--- src/rtl/fetch_unit.sv ---
// fetch_unit: PC owner and IF stage with imem req/ack handshake, stall hold and redirect drain into IF/ID.
module fetch_unit #(
    parameter logic [6:0] RESET_PC = 7'h00
) (
    input  logic        i_clk,
    input  logic        i_rst_n,
    input  logic        i_stall,
    input  logic        i_redirect,
    input  logic [6:0]  i_redirect_pc,
    output logic        o_imem_req,
    output logic [6:0]  o_imem_addr,
    input  logic        i_imem_ack,
    input  logic [31:0] i_imem_rdata,
    output logic [6:0]  o_pc4_out,
    output logic [31:0] o_instr_out,
    output logic        o_ifid_flush
);
    typedef enum logic [1:0] {FETCH, HOLD, DRAIN} state_t;
    state_t      r_state, w_next;
    logic [6:0]  r_pc, r_old_pc, w_pc4, w_target, w_next_pc;
    logic [31:0] r_buf;
    logic        w_deliver;

    assign w_pc4     = r_pc + 7'd4;
    assign w_target  = {i_redirect_pc[6:2], 2'b00};
    assign w_deliver = i_rst_n & ~i_redirect & ~i_stall &
                       ((r_state == HOLD) | ((r_state == FETCH) & i_imem_ack));

    always_ff @(posedge i_clk) begin
        if (!i_rst_n) begin
            r_state  <= FETCH;
            r_pc     <= RESET_PC;
            r_old_pc <= RESET_PC;
            r_buf    <= '0;
        end else begin
            r_state <= w_next;
            r_pc    <= w_next_pc;
            // DRAIN keeps presenting the abandoned address until its ack arrives
            if (r_state == FETCH && !i_imem_ack && i_redirect)
                r_old_pc <= r_pc;
            if (r_state == FETCH && i_imem_ack && !i_redirect && i_stall)
                r_buf <= i_imem_rdata;
        end
    end

    always_comb begin
        w_next    = r_state;
        w_next_pc = i_redirect ? w_target : (w_deliver ? w_pc4 : r_pc);
        case (r_state)
            FETCH:   w_next = i_redirect ? (i_imem_ack ? FETCH : DRAIN)
                                         : ((i_imem_ack && i_stall) ? HOLD : FETCH);
            HOLD:    w_next = (i_redirect || !i_stall) ? FETCH : HOLD;
            DRAIN:   w_next = i_imem_ack ? FETCH : DRAIN;
            default: w_next = FETCH;
        endcase
    end

    always_comb begin
        o_imem_req   = i_rst_n && (r_state != HOLD);
        o_imem_addr  = (r_state == DRAIN) ? r_old_pc : r_pc;
        o_instr_out  = w_deliver ? ((r_state == HOLD) ? r_buf : i_imem_rdata) : 32'h0;
        o_pc4_out    = w_deliver ? w_pc4 : 7'h0;
        o_ifid_flush = ~i_rst_n | i_redirect | (~i_stall & ~w_deliver);
    end
endmodule

--- config.mk ---
export PLATFORM = sky130hd
export DESIGN_NAME = fetch_unit
export DESIGN_NICKNAME = d
export VERILOG_FILES = /design/src/rtl/fetch_unit.sv
export SDC_FILE = /design/constraint.sdc
export NUM_CORES = 1
export LEC_CHECK = 0
export ABC_AREA = 1
export ABC_CLOCK_PERIOD_IN_PS = 1400
export CORE_UTILIZATION = 40
export CTS_CLUSTER_SIZE = 24
export DETAILED_ROUTE_END_ITERATION = 12
export GPL_TIMING_DRIVEN = 0
export PLACE_DENSITY = 0.76
export SLEW_MARGIN = 0
export SYNTH_ARGS = -nofsm -noshare
export SYNTH_HDL_FRONTEND = slang
export SYNTH_SLANG_ARGS = --single-unit
--- constraint.sdc ---
create_clock -name i_clk -period 1.4 [get_ports i_clk]
set_clock_uncertainty 0.1 [all_clocks]
set_input_delay 0.35 -clock i_clk [delete_from_list [all_inputs] [get_ports i_clk]]
set_output_delay 0.35 -clock i_clk [all_outputs]
set_load 0.01 [all_outputs]
==> impl_metrics.yaml, run 1 <==
power_and_ir_drop:
  power_leakage_nw: 2.11
  clockPowerShare_pct: 31.5
  p_comb_share_pct: 24.5
  p_sw_w: 0.000868
  power.density_mw_per_mm2: 726
  p_sw_share_pct: 28.0
  peakVddDrop_mv: 0.519
  p_int_w: 0.00224
  seqPwrFrac_pct: 44.0
status:
  violations: "setup timing"
  status: "finished, violations left"
global_route:
  grt_overflow_total: 0
  grt_pass1_vias: 2594
  grt_use_total_pct: 22.8
  antenna_found_initial: 0
  grt_pass1_wl_um: 11500
  grt_max_degree: 14
final_layout:
  n_antenna_cell: 0
  postLayoutCoreUtil_pct: 71.3
  multi_input_area_mm2: 0.00154
  drive_gt1_share_pct: 38.0
  seq_area_um2: 896
  fin_nets: 578
  final_area_mm2: 0.00427
  fillers: 505
  area_delta_synth_final_pct: 70.0
worst_setup_path:
  worstSetupEndpointType: "output port"
  ff2ff_path_depth: 6
  critPathMaxFanout: 5
  start_kind: "flip-flop"
  cp.arrival_ps: 1490
  crit_type: "flip-flop to output port"
  cp.required_ps: 950
synthesis:
  synth_warnings: 0
  ys_seq_area_share_pct: 35.1
  ys_types: 29
  netlist_area_mm2: 0.00251
  synth.avg_cell_area_um2: 6.08
  synth.top_cell.area_share_pct: 35.1
  synth-seq-cells: 44
  synthTopCellsByArea: "dfxtp_1 35%, nand2_1 22%, nor2_1 12%"
  synth_top_area_cell: "dfxtp_1"
  synth_cells: 413
sta:
  final_max_slew_viol_count: 0
  finalCriticalPeriod_ps: 1940
  hold_ws_ps: 254
  layout_setup_ws_ps: -541
  hold_viol: 0
  finalSetupViolCount: 79
  finalSetupTns_ps: -22830
  rsz0062_at_grt: "yes"
  min_period_over_period_pct: 139
  fmax_mhz: 515
placement:
  place_area_mm2: 0.00349
  gp_congestion: 0.849
  place_ws_ps: -1330
  port_buffers: 84
  hpwl_um: 4600
cts:
  htree_levels: 2
  cts_tree: "done"
  clock_path_buffers: 2
  cts_made_buffers: 5
  cts_sinks: 44
  clk_pin_slew_ps: 80
  ctsHoldBuffers: 0
  clkLatencyLatePin_ps: 300
  cts_root_buf: "clkbuf_8"
route:
  ant_nets: 0
  wirelength_um: 7960
  routedWlPerCell_um: 13.1
  drc_errors: 0
  detail_route.first_pass.iterations: 4
  drt_iter0_markers: 168
  vias: 2954
  vias_per_cell: 4.85
worst_hold_path:
  min_path_type: "input port to flip-flop"
  min_path_cells: 3
floorplan:
  io_pins: 92
  die_area_mm2: 0.00660
  die_h_um: 81.3
  die_w_um: 81.3
  start_util_pct: 41.9
  rows: 28
  coreArea_mm2: 0.00599
flow_run:
  maxCapViolations: 0
-- power groups by stage --
stage / Combinational [W] / Sequential, W / Clock, W
detailed placement: 0.000571 / 0.00139 / 0
finish: 0.000760 / 0.00137 / 0.000977
global placement: 0.000564 / 0.00139 / 0
floorplan: 0.000321 / 0.00138 / 0
CTS: 0.000646 / 0.00136 / 0.000985
global route: 0.000828 / 0.00137 / 0.00105
-- critical path, stage by stage (launching register included) --
cell	delay [ps]
dfxtp_1	510
nand3_2	160
xor2_1	290
nand2_4	100
inv_2	60
buf_6	90
-- metrics by stage --
step / total power (W) / cells
after floorplan: 0.00170 / 416
after global placement: 0.00195 / 575
after detailed placement: 0.00196 / 575
after CTS: 0.00299 / 604
after global routing: 0.00325 / 609
final: 0.00310 / 609
-- repair_timing --
action	4_1_cts	5_1_grt
gates resized for setup	276	101
gates cloned	2	7
setup buffers	20	4
endpoints found under the setup margin	88	84
pin swaps	21	49
-- cell families after synthesis --
family                   Yosys count  share of synthesized area [%]
multiplexers                       3                           1.34
buffers and inverters             70                           13.9
AND/OR/NAND/NOR                  242                           38.1
XOR/XNOR                           2                          0.697
AO/OA/AOI/OAI                     50                           10.3
other                              1                          0.149
adder cells (fa/ha/maj)            1                          0.498
flip-flops                        44                           35.1
-- layout by cell type, fill, tap and decap left out, types with 6 or more instances in the layout --
cell             synthesis  layout
buf_6                    7      57
buf_2                    6       6
clkdlybuf4s50_1          0      37
buf_8                    0       8
nand2_1                150     119
o21ai_0                 40      16
o21ai_1                  0      21
nand2_4                  1       7
buf_4                    4      12
nand2_2                  1      26
nor2_1                  77      71
inv_2                   13      36
dfxtp_1                 44      40
-- cell type report --
| type | count | share of cell area, % |
|---|---|---|
| sequential | 44 | 21.0 |
| tap | 75 | 2.20 |
| buffer | 23 | 5.83 |
| clock inverter | 2 | 0.820 |
| multi-input combinational | 303 | 36.0 |
| clock buffer | 6 | 1.70 |
| timing repair buffer | 110 | 27.6 |
| inverter | 46 | 4.92 |
-- cell usage after synthesis, drive strengths merged --
cell type and n:
nand2 152, mux2 3, clkbuf 6, nor2 81, xor2 1, a21oi 7
ha 1, xnor2 1, o21bai 1, conb 1, dfxtp 44, clkinv 1
buf 18, nand3 8, nand4 1, o21ai 40, inv 45, a211oi 1
o21a 1
-- flip-flops by register name, indices dropped and copies added, names as in the netlist --
signal	flops
r_buf	32
r_old_pc	5
r_pc	5
r_state	2
-- per-layer routing --
layer / track usage (%) / part of all wire (%) / vias to the layer above
met5: 0 / 0 / -
met2: 41.0 / 51 / 117
met1: 25.2 / 41 / 1336
li1: - / - / 1485
met3: 6.52 / 6.5 / 16
met4: 8.57 / 1.7 / 0
-- worst paths after layout --
kind,from,to,slack [ps]
worst max-delay path,r_pc[5],o_pc4_out[6],-540
worst min-delay path,i_redirect,r_state[1],250
worst max register to register,r_state[0],r_buf[0],-100
worst min register to register,r_buf[6],r_buf[6],370
No activity file was read; power rests on OpenSTA's default activity.
==> run 2: changes to the inputs <==
--- a/config.mk
+++ b/config.mk
@@ -7,6 +7,7 @@
 export LEC_CHECK = 0
 export ABC_AREA = 1
 export ABC_CLOCK_PERIOD_IN_PS = 1400
+export CAP_MARGIN = 15
 export CORE_UTILIZATION = 40
 export CTS_CLUSTER_SIZE = 24
 export DETAILED_ROUTE_END_ITERATION = 12
==> results of run 2 <==
The final DEF is identical to that of run 1; final timing and power are the same.
